**src/rtl/usb_turnaround_ctrl.sv**
```systemverilog
// USB 2.0 link-layer half-duplex turnaround and response-timeout controller.
// Optional tx_cancel abort is built when TURNAROUND_CANCEL_EN is defined.
//
// Ports:
//   clk, rst_n         clock, async active-low reset
//   ms                 1 = master, 0 = slave
//   time_threshold     response timeout in cycles (0 = wait forever)
//   delay_threshole    inter-packet gap in cycles
//   tx_req/tx_done     TX engine request / final byte accepted
//   expect_resp        with tx_done: a reply is expected
//   rx_sop/rx_eop      RX packet start / end accepted
//   tx_cancel          abort TX (TURNAROUND_CANCEL_EN only)
//   tx_grant, d_oe     TX may transmit / drive bus
//   rx_en              RX path may accept data
//   time_out           one-cycle pulse on response timeout
//   busy               not idle, or gap still running
`timescale 1ns/1ps

module usb_turnaround_ctrl (
    input  logic        clk,
    input  logic        rst_n,
    input  logic        ms,
    input  logic [15:0] time_threshold,
    input  logic [5:0]  delay_threshole,
    input  logic        tx_req,
    input  logic        tx_done,
    input  logic        expect_resp,
    input  logic        rx_sop,
    input  logic        rx_eop,
`ifdef TURNAROUND_CANCEL_EN
    input  logic        tx_cancel,
`endif
    output logic        tx_grant,
    output logic        d_oe,
    output logic        rx_en,
    output logic        time_out,
    output logic        busy
);

    localparam logic [1:0] S_IDLE = 2'd0;
    localparam logic [1:0] S_TX   = 2'd1;
    localparam logic [1:0] S_WAIT = 2'd2;
    localparam logic [1:0] S_RX   = 2'd3;

    logic [1:0]  state_q;
    logic [1:0]  state_nx;
    logic [5:0]  gap_cnt;
    logic [5:0]  gap_nx;
    logic [15:0] to_cnt;
    logic        resp_pend;
    logic        rx_short;
    logic        cancel_hit;
    logic        tx_ok;
    logic        to_hit;

`ifdef TURNAROUND_CANCEL_EN
    assign cancel_hit = (state_q == S_TX) && tx_cancel;
`else
    assign cancel_hit = 1'b0;
`endif

    // Slaves may only answer a received packet.
    assign tx_ok = (gap_cnt == 6'd0) && (ms || resp_pend);

    // rx_sop on the expiry cycle takes the reply instead.
    assign to_hit = (state_q == S_WAIT)
                 && (time_threshold != 16'd0)
                 && (to_cnt == time_threshold - 16'd1)
                 && !rx_sop;

    assign time_out = to_hit;

    always_comb begin
        state_nx = state_q;
        unique case (state_q)
            S_IDLE: begin
                if (rx_sop)
                    state_nx = S_RX;
                else if (tx_req && tx_ok)
                    state_nx = S_TX;
            end
            S_TX: begin
                if (cancel_hit)
                    state_nx = S_IDLE;
                else if (tx_done)
                    state_nx = expect_resp ? S_WAIT : S_IDLE;
            end
            S_WAIT: begin
                if (rx_sop)
                    state_nx = S_RX;
                else if (to_hit)
                    state_nx = S_IDLE;
            end
            S_RX: begin
                // rx_short: the 1-byte packet's eop came with its sop.
                if (rx_eop || rx_short)
                    state_nx = S_IDLE;
            end
            default: state_nx = S_IDLE;
        endcase
    end

    always_comb begin
        gap_nx = gap_cnt;
        if (tx_done || rx_eop || to_hit || cancel_hit)
            gap_nx = delay_threshole;
        else if (gap_cnt != 6'd0)
            gap_nx = gap_cnt - 6'd1;
    end

    always_ff @(posedge clk or negedge rst_n) begin
        if (!rst_n) begin
            state_q   <= S_IDLE;
            gap_cnt   <= 6'd0;
            to_cnt    <= 16'd0;
            resp_pend <= 1'b0;
            rx_short  <= 1'b0;
            tx_grant  <= 1'b0;
            d_oe      <= 1'b0;
            rx_en     <= 1'b1;
            busy      <= 1'b0;
        end else begin
            state_q <= state_nx;
            gap_cnt <= gap_nx;

            if (state_nx == S_WAIT && state_q != S_WAIT)
                to_cnt <= 16'd0;
            else if (state_q == S_WAIT && to_cnt != 16'hFFFF)
                to_cnt <= to_cnt + 16'd1;

            if (state_nx == S_TX && state_q != S_TX)
                resp_pend <= 1'b0;
            else if (rx_eop)
                resp_pend <= 1'b1;

            rx_short <= (state_nx == S_RX) && (state_q != S_RX) && rx_eop;

            tx_grant <= (state_nx == S_TX);
            d_oe     <= (state_nx == S_TX);
            rx_en    <= (state_nx != S_TX);
            busy     <= (state_nx != S_IDLE) || (gap_nx != 6'd0);
        end
    end

endmodule

```
**config.mk**
```make
export PLATFORM = sky130hd
export DESIGN_NAME = usb_turnaround_ctrl
export DESIGN_NICKNAME = d
export VERILOG_FILES = /design/src/rtl/usb_turnaround_ctrl.sv
export SDC_FILE = /design/constraint.sdc
export NUM_CORES = 1
export LEC_CHECK = 0
export CAP_MARGIN = 20
export CORE_ASPECT_RATIO = 1.1
export CORE_MARGIN = 2
export CORE_UTILIZATION = 40
export CTS_BUF_LIST = sky130_fd_sc_hd__clkbuf_4 sky130_fd_sc_hd__clkbuf_8 sky130_fd_sc_hd__clkbuf_16
export DETAILED_ROUTE_END_ITERATION = 10
export DONT_BUFFER_PORTS = 1
export GPL_TIMING_DRIVEN = 0
export MAX_ROUTING_LAYER = met4
export PLACE_DENSITY_LB_ADDON = 0.08
export SETUP_SLACK_MARGIN = 0.4
export SLEW_MARGIN = 10
export SYNTH_ARGS = -nofsm -noshare
export SYNTH_HDL_FRONTEND = slang
export SYNTH_SLANG_ARGS = --single-unit
```
**constraint.sdc**
```tcl
create_clock -name clk -period 4.25 [get_ports clk]
set_input_delay 0.425 -clock clk [delete_from_list [all_inputs] [get_ports clk]]
set_output_delay 0.425 -clock clk [all_outputs]
set_load 0.02 [all_outputs]
```
Yosys cells after proc, flatten, opt, wreduce, memory -nomap -nowiden. Index checks and enable logic that the tools add are counted.

Add/sub/neg operators: 3. Equal/unequal tests: 12. Mux-type cells: 14. Reductions and logical operators: 24.

Operators with widths (count): 16-bit 2-to-1 mux (2); 16-bit by 1-bit adder with 16-bit output, second input constant (1); 16-bit == test (1); 16-bit inequality test, second input constant (1); 16-bit nonzero test (1); 16-bit by 1-bit subtractor with 16-bit output, second input constant (1); 2-bit 2-to-1 mux (7); 6-bit 2-to-1 mux (2); 6-bit nonzero test (2); 1-bit logical AND (10); 2-bit == test, second input constant (4); 2-bit one-hot mux with 4 select lines (1); 6-bit logical NOT (1); 2-bit nonzero test (3); 6-bit by 1-bit subtractor with 6-bit output, second input constant (1); 1-bit logical OR (5); 2-bit by 1-bit == test with 1-bit output, second input constant (2); 2-bit by 1-bit inequality test with 1-bit output, second input constant (2); 2-bit inequality test, second input constant (2); 2-bit logical NOT (1); 1-bit 2-to-1 mux (2); 1-bit logical NOT (1).

Flip-flop bits (word level): 29. Input bits: 30. Output and inout bits: 5. Word-level logic and storage cells: 61.

Longest topological paths before layout.
Depth after elaboration: 10. Mapped depth: 11. Gate-level depth less buffers: 10.

Least setup slack after synthesis. No wires, ideal clock.

Path kind: input to output. Start: input port time_threshold[8]. End: output port time_out. Arrival time: 2354 ps. Data required time: 3825 ps. Setup slack: 1471 ps. Stages: 6. Path buffers: 0. Path through: or4_1 -> or3_1 -> a211oi_1 -> o21ai_1 -> or2_4 -> nor3_1.

Longest elaborated chain between the ends: 4. Elaborated cells on any way between the ends: 6. Those cells by class: add/sub: 1; eq/ne: 1; reduce/logical: 4.

Ends and longest elaborated chain: from (decl) (RTL line 23) `input logic [15:0] time_threshold,`; 16-bit by 1-bit subtractor with 16-bit output / 16-bit nonzero test (equally long branches) (RTL line 68, 67); 16-bit == test / 1-bit logical AND (equally long branches) (RTL line 68, 67); 1-bit logical AND * (RTL line 68) `&& (to_cnt == time_threshold - 16'd1)`; 1-bit logical AND * (RTL line 69) `&& !rx_sop;`; to (decl) (RTL line 36) `output logic time_out,`.

Mark *: on every way between the ends. The rest lies on a longest branch, timed or not.

Worst setup path in the final report.
Start: input port time_threshold[0]. End: output port time_out.

Same word-level chain as after synthesis.

==> results by group <==
Status
  – Status: complete, no violations

Setup path
  – Critical path type: in2out
  – CP Capture Type: output pin
  – Critical Path RT: around 3.8 ns
  – Crit path arrival time: 2.55 ns
  – RR Endpoint: resp_pend
  – Startpoint Class: primary input
  – Crit-path max FO: 6
  – R2R Setup Slk: 1.69 ns
  – Cells on worst reg2reg path: 9
  – RR Startpoint: gap_cnt[0]

Placement
  – Dpl hpwl: 3668 um
  – Gpl congestion: between 0.7 and 0.8
  – Port bufs: 0
  – DP Area: ~2100 um^2

Logic synthesis
  – Top-area cell type share of the netlist area: 0.3457
  – Syn_nets: 274
  – Sequential area share after synthesis: 0.3586
  – Fraction of registers with async set/reset: 1.000
  – Ys flop type: dfrtp_1
  – Post-Syn Area: 2027 um^2
  – Seq cells post-synth: 29
  – Synth cell types: 44
  – Synth area leader: dfrtp_1
  – Largest cells by area after synthesis: dfrtp_1 35%, xnor2_1 8.2%, xor2_1 7.3%
  – Synthesized instance count: 240
  – Syn_area_per_cell: 8.446 um^2
  – Ys Warns: 0
  – EDFF count, synth: 0

Timing
  – Worst slew pin tran: 0.7181 ns
  – RSZ-0062 raised after global routing: no
  – Final-report setup violation count: 0
  – Slew headroom: 0.5150
  – Final period util: 0.7011
  – Post-route setup TNS: 0 ns
  – Fin. Hold Viols: 0
  – Min cycle time layout: 2.980 ns
  – Clock Skew: 0.01060 ns
  – Achievable Freq: 335.6 MHz
  – Max-slew violations: 0

Min path
  – Hold Crit Endpoint: gap_cnt[1]
  – Hold Crit Class: in2reg
  – Hold depth: 1
  – Hold_sp: delay_threshole[1]

Clocking
  – Post-cts sizing count: 0
  – CTS buffer count: 5
  – CTS tree: yes
  – Buffer depth of the longest clock path: 2
  – H-tree depth: 2
  – # clock sinks: 29
  – Worst-Skew Late Latency: 0.29 ns
  – Clock-pin slew on the worst setup and hold paths: 0.06 ns
  – Clk root buf: clkbuf_8

Global route
  – Largest net degree at the start of global routing: 30
  – First-pass GRT wire length: approximately 8000 um
  – Vias in the first global route: approximately 1,700
  – Initial antenna violation count: 0
  – Tot GR Track Use: 0.1914
  – Grt ovf: 0

Routing
  – DRC: 0
  – Post-DRT Antenna Nets: 0
  – Via density: 5.471
  – WL/cell: about 15 um
  – DRC marker count from the first detailed-route iteration: 37
  – Post-Route WL: 4731 um
  – Drt pass-1 iters: 4
  – Total number of vias: roughly 1,700

Power
  – P_leak: 0.0009443 uW
  – Max VDD drop: 0.0002175 V
  – Power per cell area: 497.8 nW/um^2

Final layout
  – Diode count: 0
  – Layout cells sized above 1: 0.06800
  – Final instance area: roughly 2200 um^2
  – Area grow syn2layout: 9.445%
  – Final nets: 283

Die
  – CORE AREA: 4932 um^2
  – Initial Utilization: 0.4110
  – # IOs: 35
  – Die width: 71.87 um
  – Rows: 27
  – Chip Height: 78.66 um
  – Die ar.: between 5000 and 6000 um^2

Flow run
  – MaxCap Viol Count: 0
-- logic make-up after synthesis --
logic type	share of synthesized area
xor gates and xnor gates	0.1556
adders and majority gates	0.02469
AOI/OAI and AO/OA	0.1142
DFF	0.3586
buffers and inverters	0.03210
muxes	0.03025
and+or+nand+nor	0.2846
-- critical path: stages --
cell and delay [ns]:
inv_1 0.06, ha_1 0.27, nor4b_1 0.51, nand2_1 0.14, mux2i_1 0.18, nand4_1 0.12
or2_4 0.28, nor3_1 0.57
-- final cells by class --
class                   count  area, um^2
inverters                  11       41.29
multi-input cells         195        1235
well taps                  58       72.57
clock buffers               7       83.83
repair buffers              2       30.03
clock inverters             1       5.005
fillers                   517        2714
flip-flops and latches     29       726.9
plain buffers               5       23.77
-- worst max-delay path by stage --
stage | from | endpoint | slack [ns] | cells past startpoint
after floorplan | time_threshold[8] | time_out | 1.47 | 6
final | time_threshold[0] | time_out | 1.27 | 8
after global placement | time_threshold[0] | busy | 1.23 | 9
after global routing | time_threshold[1] | time_out | 1.05 | 8
after detailed placement | time_threshold[0] | busy | 1.23 | 9
after CTS | time_threshold[0] | time_out | 1.24 | 8
-- synthesized netlist by cell type (2+ instances only) --
master and instances:
nor4_1 7, nand3_1 10, nand2b_1 3, clkbuf_1 2, or3_1 5, nor3_1 9, xnor2_1 19, o32ai_1 2
a21o_1 2, nand2_1 20, o21ai_0 10, inv_1 11, or4_1 2, or2_2 2, nor2_1 34, a211oi_1 2
nand4_1 4, xor2_1 17, o211ai_1 2, and3_1 10, dfrtp_1 28, nor2b_1 2, ha_1 4, a21oi_1 8
mux2i_1 5, nand4b_1 2
-- power breakdown --
part	internal, uW	total (uW)	switching [uW]
registers	368	473	105
logic	183	398	214
clock network	127	233	106
-- routing by layer --
metal,share of wire,global-route usage
met1,0.42,0.2085
met2,0.51,0.3315
met3,0.049,0.05392
met4,0.019,0.06792
met5,0,-
-- timing repair --
action | 4_1_cts | 5_1_grt
hold endpoints to repair | 29 | 0
hold buffers | 2 | 0
buffers inserted | 0 | 0
-- placed cells by master, fill, tap and decap left out, drive strengths merged, types with 3 or more instances in the layout --
master,n
or2,3
buf,4
xor2,17
inv,11
nor4,7
nand2b,3
dfrtp,28
nand3,10
nand2,20
xnor2,19
o21ai,11
and3,10
mux2i,5
nand4,4
a21oi,8
or3,5
ha,4
nor2,34
nor3,9
clkbuf,9
-- stage by stage --
| stage | power (uW) | util | setup slack (ns) | instances | hold WS [ns] |
|---|---|---|---|---|---|
| floorplan | 780.3 | - | 1.471 | 240 | 0.1294 |
| global placement | 868.9 | 0.4257 | 1.228 | 298 | 0.1301 |
| detailed placement | 870.9 | 0.4257 | 1.235 | 298 | 0.1300 |
| CTS | 1118 | 0.4498 | 1.239 | 308 | 0.2539 |
| global route | 1205 | 0.4498 | 1.045 | 308 | 0.2490 |
| finish | 1104 | 0.4498 | 1.270 | 308 | 0.2585 |
-- state kept, by name, indices dropped and copies added, names as in the netlist --
register	count
gap_cnt	6
rx_short	1
rx_en	1
d_oe	1
busy	1
resp_pend	1
to_cnt	16
state_q	2
No activity file was read; power rests on OpenSTA's default activity.
